### config.mk
export PLATFORM = sky130hd
export DESIGN_NAME = ram_responder
export DESIGN_NICKNAME = d
export VERILOG_FILES = /design/src/rtl/ram_responder_pkg.sv /design/src/rtl/ram_lane_align.sv /design/src/rtl/ram_responder.sv
export SDC_FILE = /design/constraint.sdc
export NUM_CORES = 2
export LEC_CHECK = 0
export ABC_AREA = 1
export CORE_ASPECT_RATIO = 2
export CORE_MARGIN = 5
export CORE_UTILIZATION = 45
export CTS_BUF_LIST = sky130_fd_sc_hd__clkbuf_8 sky130_fd_sc_hd__clkbuf_16
export CTS_CLUSTER_DIAMETER = 50
export CTS_CLUSTER_SIZE = 16
export DETAILED_ROUTE_END_ITERATION = 6
export GPL_TIMING_DRIVEN = 0
export MAX_ROUTING_LAYER = met4
export REMOVE_ABC_BUFFERS = 1
export SYNTH_ARGS = -nofsm -noshare
export SYNTH_HDL_FRONTEND = slang
export SYNTH_SLANG_ARGS = --single-unit
### constraint.sdc
create_clock -name clk -period 3.2 [get_ports clk]
set_input_delay 0.48 -clock clk [delete_from_list [all_inputs] [get_ports clk]]
set_output_delay 0.48 -clock clk [all_outputs]
set_load 0.05 [all_outputs]
### src/rtl/ram_responder_pkg.sv
// Shared encodings for the MOV/R_W/MOC memory handshake.
// The control unit imports this package too, so DT and R_W meanings stay in one place.
package ram_responder_pkg;

    // Data type field (DT)
    localparam logic [1:0] DT_BYTE       = 2'b00;
    localparam logic [1:0] DT_HALF       = 2'b01;
    localparam logic [1:0] DT_WORD       = 2'b10;
    localparam logic [1:0] DT_WORD_ALIAS = 2'b11;

    // R_W field
    localparam logic RW_READ  = 1'b1;
    localparam logic RW_WRITE = 1'b0;

    // Widest wait-state count the 4-bit counter can hold
    localparam int unsigned MAX_LATENCY = 15;

    typedef enum logic [1:0] {
        IDLE = 2'b00,
        WAIT = 2'b01,
        DONE = 2'b10
    } state_e;

    // Fold the word alias onto the canonical word code
    function automatic logic [1:0] dt_norm(input logic [1:0] dt);
        return (dt == DT_WORD_ALIAS) ? DT_WORD : dt;
    endfunction

endpackage

### src/rtl/ram_lane_align.sv
// Combinational byte-lane steering for a big-endian, word-organised byte array.
// Lane k is the byte at (word base + k), so lane 0 is the most significant byte of a word.
module ram_lane_align
    import ram_responder_pkg::*;
(
    input  logic [1:0]       dt,
    input  logic [1:0]       offset,
    input  logic [31:0]      wdata,
    input  logic [3:0][7:0]  rbytes,
    output logic [3:0]       be,
    output logic [3:0][7:0]  wlanes,
    output logic [31:0]      rdata
);

    logic [1:0] dtn;

    assign dtn = dt_norm(dt);

    // Write side: byte enables and lane data; misaligned low bits are simply ignored
    always_comb begin
        be     = 4'b0000;
        wlanes = '0;
        unique case (dtn)
            DT_BYTE: begin
                be = 4'b0001 << offset;
                for (int k = 0; k < 4; k++) begin
                    wlanes[k] = wdata[7:0];
                end
            end
            DT_HALF: begin
                be        = offset[1] ? 4'b1100 : 4'b0011;
                wlanes[0] = wdata[15:8];
                wlanes[1] = wdata[7:0];
                wlanes[2] = wdata[15:8];
                wlanes[3] = wdata[7:0];
            end
            default: begin
                be        = 4'b1111;
                wlanes[0] = wdata[31:24];
                wlanes[1] = wdata[23:16];
                wlanes[2] = wdata[15:8];
                wlanes[3] = wdata[7:0];
            end
        endcase
    end

    // Read side: pick the addressed lanes, right-justify and zero-extend
    always_comb begin
        rdata = '0;
        unique case (dtn)
            DT_BYTE: rdata = {24'h0, rbytes[offset]};
            DT_HALF: rdata = offset[1] ? {16'h0, rbytes[2], rbytes[3]}
                                       : {16'h0, rbytes[0], rbytes[1]};
            default: rdata = {rbytes[0], rbytes[1], rbytes[2], rbytes[3]};
        endcase
    end

endmodule

### src/rtl/ram_responder.sv
// Memory-side responder for the MOV/R_W/MOC four-phase handshake.
// Holds the byte array, the request registers, the wait-state counter and the FSM.
module ram_responder
    import ram_responder_pkg::*;
#(
    parameter int unsigned DEPTH   = 256,
    parameter int unsigned LATENCY = 2
) (
    input  logic                     clk,
    input  logic                     clr,
    input  logic                     MOV,
    input  logic                     R_W,
    input  logic [1:0]               DT,
    input  logic [31:0]              Address,
    input  logic [31:0]              DataIn,
    output logic [31:0]              DataOut,
    output logic                     MOC,
    input  logic                     ld,
    input  logic [$clog2(DEPTH)-1:0] ld_addr,
    input  logic [7:0]               ld_byte
);

    localparam int unsigned AW = $clog2(DEPTH);

    logic [7:0]      mem [DEPTH];

    state_e          state_q, state_d;
    logic [3:0]      cnt_q, cnt_d;
    logic            moc_q, moc_d;
    logic [31:0]     dout_q, dout_d;

    logic [AW-1:0]   addr_q;
    logic            rw_q;
    logic [1:0]      dt_q;
    logic [31:0]     wdata_q;

    logic            latch;
    logic            do_write;
    logic            ld_en;

    logic [3:0]      be;
    logic [3:0][7:0] wlanes;
    logic [3:0][7:0] rbytes;
    logic [31:0]     rdata;

    // Address bits above the array size are deliberately dropped (modulo DEPTH)
    logic            unused_addr_hi;
    assign unused_addr_hi = ^Address[31:AW];

    ram_lane_align u_align (
        .dt     (dt_q),
        .offset (addr_q[1:0]),
        .wdata  (wdata_q),
        .rbytes (rbytes),
        .be     (be),
        .wlanes (wlanes),
        .rdata  (rdata)
    );

    // Fetch the four bytes of the word containing the latched address
    always_comb begin
        for (int k = 0; k < 4; k++) begin
            rbytes[k] = mem[{addr_q[AW-1:2], 2'(k)}];
        end
    end

    // Preload only when idle and no request is competing for the array
    assign ld_en = ld && (state_q == IDLE) && !MOV && !clr;

    // Next-state, counter, MOC and read-data update
    always_comb begin
        state_d  = state_q;
        cnt_d    = cnt_q;
        moc_d    = moc_q;
        dout_d   = dout_q;
        latch    = 1'b0;
        do_write = 1'b0;
        case (state_q)
            IDLE: begin
                if (MOV) begin
                    latch   = 1'b1;
                    cnt_d   = 4'(LATENCY - 1);
                    state_d = WAIT;
                end
            end
            WAIT: begin
                if (!MOV) begin
                    // Abort: nothing is committed and DataOut keeps its value
                    state_d = IDLE;
                end else if (cnt_q == 4'd0) begin
                    state_d = DONE;
                    moc_d   = 1'b1;
                    if (rw_q == RW_READ) begin
                        dout_d = rdata;
                    end else begin
                        do_write = 1'b1;
                    end
                end else begin
                    cnt_d = cnt_q - 4'd1;
                end
            end
            DONE: begin
                if (!MOV) begin
                    state_d = IDLE;
                    moc_d   = 1'b0;
                end
            end
            default: begin
                state_d = IDLE;
                moc_d   = 1'b0;
            end
        endcase
    end

    // FSM, counter and output registers; clr aborts any access in flight
    always_ff @(posedge clk or posedge clr) begin
        if (clr) begin
            state_q <= IDLE;
            cnt_q   <= 4'd0;
            moc_q   <= 1'b0;
            dout_q  <= 32'h0;
        end else begin
            state_q <= state_d;
            cnt_q   <= cnt_d;
            moc_q   <= moc_d;
            dout_q  <= dout_d;
        end
    end

    // Request capture at acceptance; later changes on the bus are ignored
    always_ff @(posedge clk or posedge clr) begin
        if (clr) begin
            addr_q  <= '0;
            rw_q    <= RW_READ;
            dt_q    <= DT_BYTE;
            wdata_q <= 32'h0;
        end else if (latch) begin
            addr_q  <= Address[AW-1:0];
            rw_q    <= R_W;
            dt_q    <= DT;
            wdata_q <= DataIn;
        end
    end

    // Byte array: write commit at DONE entry, or a preload byte; never cleared by clr
    always_ff @(posedge clk) begin
        if (do_write && !clr) begin
            for (int k = 0; k < 4; k++) begin
                if (be[k]) begin
                    mem[{addr_q[AW-1:2], 2'(k)}] <= wlanes[k];
                end
            end
        end else if (ld_en) begin
            mem[ld_addr] <= ld_byte;
        end
    end

    assign MOC     = moc_q;
    assign DataOut = dout_q;

endmodule

==> out/qor.log <==
INFO  finish         most-common-layout-cells=nand2_1 (6043), o21ai_0 (2073), edfxtp_1 (2048)
INFO  drt            average_wire_per_cell_in_the_routed_design=27.5um
INFO  yosys          synth.avg_cell_area=8.31um2
INFO  setup_path     depth_of_the_most_critical_reg_to_reg_path=7
INFO  placement      buffer_ports.inserted=95
INFO  finish         multi_input_comb_area=0.0465mm2
INFO  yosys          synth_cells=13700
INFO  power          power.share.sequential=31.6%
INFO  sta            timing.max_slew.rel_slack=27.9%
INFO  power          cellInternalPower=65.0mW
INFO  sta            maximum_achievable_frequency=298MHz
INFO  drt            route.met2.wl=206000um
INFO  clock_network  insertion_delay=880ps
INFO  power          share_comb_of_total_power=51.5%
INFO  drt            drt-met1-wl=150000um
INFO  power          power_leakage=53.9nW
INFO  global_routing initial_antenna_violation_count=11
INFO  setup_path     crit_family=simple AND/OR/NAND/NOR gates
INFO  finish         drive_gt1_share=10.9%
INFO  setup_path     crit_cells=7
INFO  finish         sequential_cell_area=0.0636mm2
INFO  placement      finalWeightedCongestion=0.905
INFO  setup_path     worstSetupPathType=reg2reg
INFO  sta            fin_worst_hold_slack=86.0ps
INFO  setup_path     reg2reg_setup_slack=-160ps
INFO  floorplan      die_y=721um
INFO  setup_path     r2r-end=mem[160][6]
INFO  finish         instances_no_fill=16500
INFO  clock_network  clock_sinks=2130
INFO  setup_path     timing.critical_path.from_type=flip-flop
INFO  finish         filler_cell_count=23100
INFO  power          powerDensity=926mW/mm2
INFO  floorplan      fp.dieW=366um
INFO  floorplan      core_area=0.252mm2
INFO  sta            final-max-slew-violation-count=0
INFO  drt            met3_length=48900um
INFO  outcome        status=finished, violations left
INFO  setup_path     timing.rr.start=addr_q[3]
INFO  placement      placement.cell_area=0.118mm2
INFO  floorplan      die-area=0.264mm2
INFO  finish         final_cell_area=0.128mm2
INFO  outcome        violated_checks=setup timing
INFO  clock_network  cts-root-to-sink-buffers=4
INFO  drt            ant_nets=0
INFO  clock_network  cts-htree-levels=4
INFO  min_path       hp-class=in2async
INFO  sta            unrepaired_setup_endpoints_after_global_routing=true
INFO  setup_path     cp_data_arrival_time=3860ps
INFO  placement      hpwlAfterDp=263000um
INFO  sta            worst-slew-pin-transition=1080ps
INFO  setup_path     crit_path_max_incr_delay=650ps
INFO  sta            finalHoldViolations=0
INFO  drt            drt_pass1_iterations=7
INFO  power          switching_share=45.3%
INFO  power          switching_power=53.8mW
INFO  clock_network  tritoncts=built
INFO  power          vdd_drop_max=0.820mV
INFO  finish         most_common_cell_after_layout_fill_and_taps_aside=nand2_1
INFO  sta            period_needed=3360ps
INFO  floorplan      start_util=45.1%
INFO  power          share_clk_of_total_power=16.9%
INFO  clock_network  clkSlewWorstSetupHoldPaths=80ps
INFO  sta            report.final.setup_viol=298
INFO  global_routing grt_util_all_layers=33.5%
INFO  setup_path     timing.critical_path.required=3700ps
INFO  floorplan      design.portCount=120
INFO  yosys          ff_latch_count_synth=2130
INFO  setup_path     critical_path.endpoint_type=flip-flop
INFO  job            cap_viol_max_count=0
INFO  global_routing grt_pass1_vias=92300
INFO  yosys          post_synth_num_cell_types=37
INFO  sta            portion_of_the_clock_cycle_consumed_by_the_worst_path_in_the_final_layout=105%
INFO  drt            routed_wirelength=454000um
INFO  floorplan      std_cell_rows=261
INFO  finish         area_delta_synth_final=12.7%
INFO  drt            vias_per_cell=5.93
INFO  yosys          synth-seq-area-share=55.9%
INFO  global_routing grt_first_pass_wirelength=624000um
INFO  clock_network  cts_buffers=167
INFO  sta            fin_worst_skew=47.2ps
INFO  sta            fin_ws=-160ps
INFO  setup_path     cp_num_buf_inv=3
INFO  yosys          synth-warning-count=0
INFO  setup_path     cp_max_fo=29
INFO  drt            vias=97900
INFO  placement      dp_cells=16100
INFO  global_routing overflow=0
INFO  setup_path     crit_path_top_delay_cell=nand2_2
INFO  finish         num-nets-final=13200
INFO  global_routing grt_start_max_net_pins=107
INFO  drt            drc=0
INFO  yosys          mappedNetlistArea=0.114mm2
INFO  drt            drt_iter0_markers=13000
INFO  drt            topRoutingLayerUsed=met4
INFO  setup_path     cp_cell_sequence=buf_4, buf_16, nor2_4, inv_1, nor2_2, nand2_2, o21ai_2
INFO  clock_network  cts_root_buf=clkbuf_16
==> routing by layer <==
metal / up-vias / track usage, %
li1: 43900 / -
met1: 46100 / 37.0
met2: 6127 / 51.8
met3: 1673 / 6.25
met4: 0 / 29.6
met5: - / -
==> synthesized netlist by cell type <==
| master | number | area share [%] |
|---|---|---|
| nand2_1 | 6164 | 20 |
| o21ai_0 | 2342 | 10 |
| edfxtp_1 | 2048 | 54 |
| clkbuf_1 | 724 | 2.4 |
| inv_1 | 461 | 1.5 |
| nor2_1 | 374 | 1.2 |
| buf_2 | 239 | 1.1 |
| nand3_1 | 234 | 1.0 |
| o21ai_1 | 215 | 0.95 |
| or2_2 | 214 | 1.2 |
| o211ai_1 | 159 | 1.0 |
| nand2_4 | 85 | 0.84 |
| dfrtp_1 | 81 | 1.8 |
| buf_4 | 71 | 0.47 |
| nand2_2 | 55 | 0.30 |
| buf_6 | 43 | 0.43 |
| buf_1 | 40 | 0.13 |
| a21oi_1 | 33 | 0.15 |
| clkbuf_2 | 33 | 0.15 |
| a22o_1 | 16 | 0.12 |
| nor2_4 | 11 | 0.11 |
| nor3_1 | 11 | 0.048 |
| nor2_2 | 10 | 0.055 |
| buf_8 | 5 | 0.066 |
| inv_2 | 5 | 0.017 |
| nor2_8 | 4 | 0.070 |
| nor3_4 | 4 | 0.057 |
| or2_1 | 2 | 0.011 |
| a31oi_1 | 1 | 0.0055 |
| buf_12 | 1 | 0.018 |
| clkinv_1 | 1 | 0.0033 |
| dfstp_2 | 1 | 0.023 |
| ha_1 | 1 | 0.011 |
| inv_4 | 1 | 0.0055 |
| nand3b_1 | 1 | 0.0066 |
| nand4_4 | 1 | 0.019 |
| o21a_1 | 1 | 0.0066 |
==> worst register-to-register path: cells and delay by family (launching register included) <==
family	cells	cell delay [ps]
buf+inv	3	520
flops	1	570
simple gates	3	1280
compound gates	1	650
==> what timing repair did <==
item | CTS | global route
gates cloned | 31 | 33
buffers inserted | 76 | 41
resized for setup | 748 | 204
pin swaps | 25 | 15
hold endpoints to repair | 21 | 0
hold buffers | 1 | 0
endpoints found under the setup margin | 3520 | 1994
==> power groups by stage <==
stage | registers (mW) | clock network (mW) | logic [mW]
6_report | 37.5 | 20.1 | 61.1
5_1_grt | 37.5 | 21.1 | 65.2
4_1_cts | 37.4 | 20.1 | 56.7
3_5_place_dp | 38.3 | 0 | 52.0
3_3_place_gp | 38.6 | 0 | 31.4
2_1_floorplan | 39.3 | 0 | 25.7
==> area by class of cell <==
class | count | share of cell area [%]
flip-flops and latches | 2130 | 49.6
multi-input cells | 9943 | 36.3
repair buffers | 423 | 5.68
clock buffers | 170 | 3.32
well taps | 3287 | 3.21
inverters | 468 | 1.48
clock inverters | 66 | 0.326
repair inverters | 7 | 0.0508
diodes | 11 | 0.0215
==> registers in the layout, summed over array words and instances (netlist names) <==
register,flops
rw_q,1
DataOut,32
MOC,1
mem,2048
addr_q,8
wdata_q,32
state_q,2
dt_q,2
cnt_q,4
==> cells by family (layout without fill, tap and decap cells) <==
family	after synthesis	after routing	share of synthesized area, %
DFF	2130	2130	55.9
adders and majority gates	1	1	0.0110
buffers and inverters	1624	1134	6.24
AOI/OAI and AO/OA	2767	2768	12.6
and+or+nand+nor	7170	7174	25.3
other	0	11	0
==> worst max path at each step <==
stage	slack (ps)	end	start
4_1_cts	-190	mem[3][7]	addr_q[5]
5_1_grt	-200	mem[162][4]	addr_q[3]
2_1_floorplan	-51730	mem[254][0]	addr_q[2]
3_3_place_gp	-122080	mem[190][0]	addr_q[2]
6_report	-160	mem[160][6]	addr_q[3]
3_5_place_dp	-2790	mem[9][5]	addr_q[3]
==> per-stage QoR <==
stage / TNS (ps) / setup WS [ps] / util (%) / total power [mW]
global route: -18460 / -197 / 50.8 / 124
floorplan: - / -51730 / - / 65.0
global placement: - / -122080 / 45.0 / 70.0
detailed placement: -5199230 / -2790 / 46.6 / 90.3
finish: -14270 / -160 / 50.8 / 119
CTS: -51420 / -191 / 49.9 / 114
No activity file was read; power rests on OpenSTA's default activity.
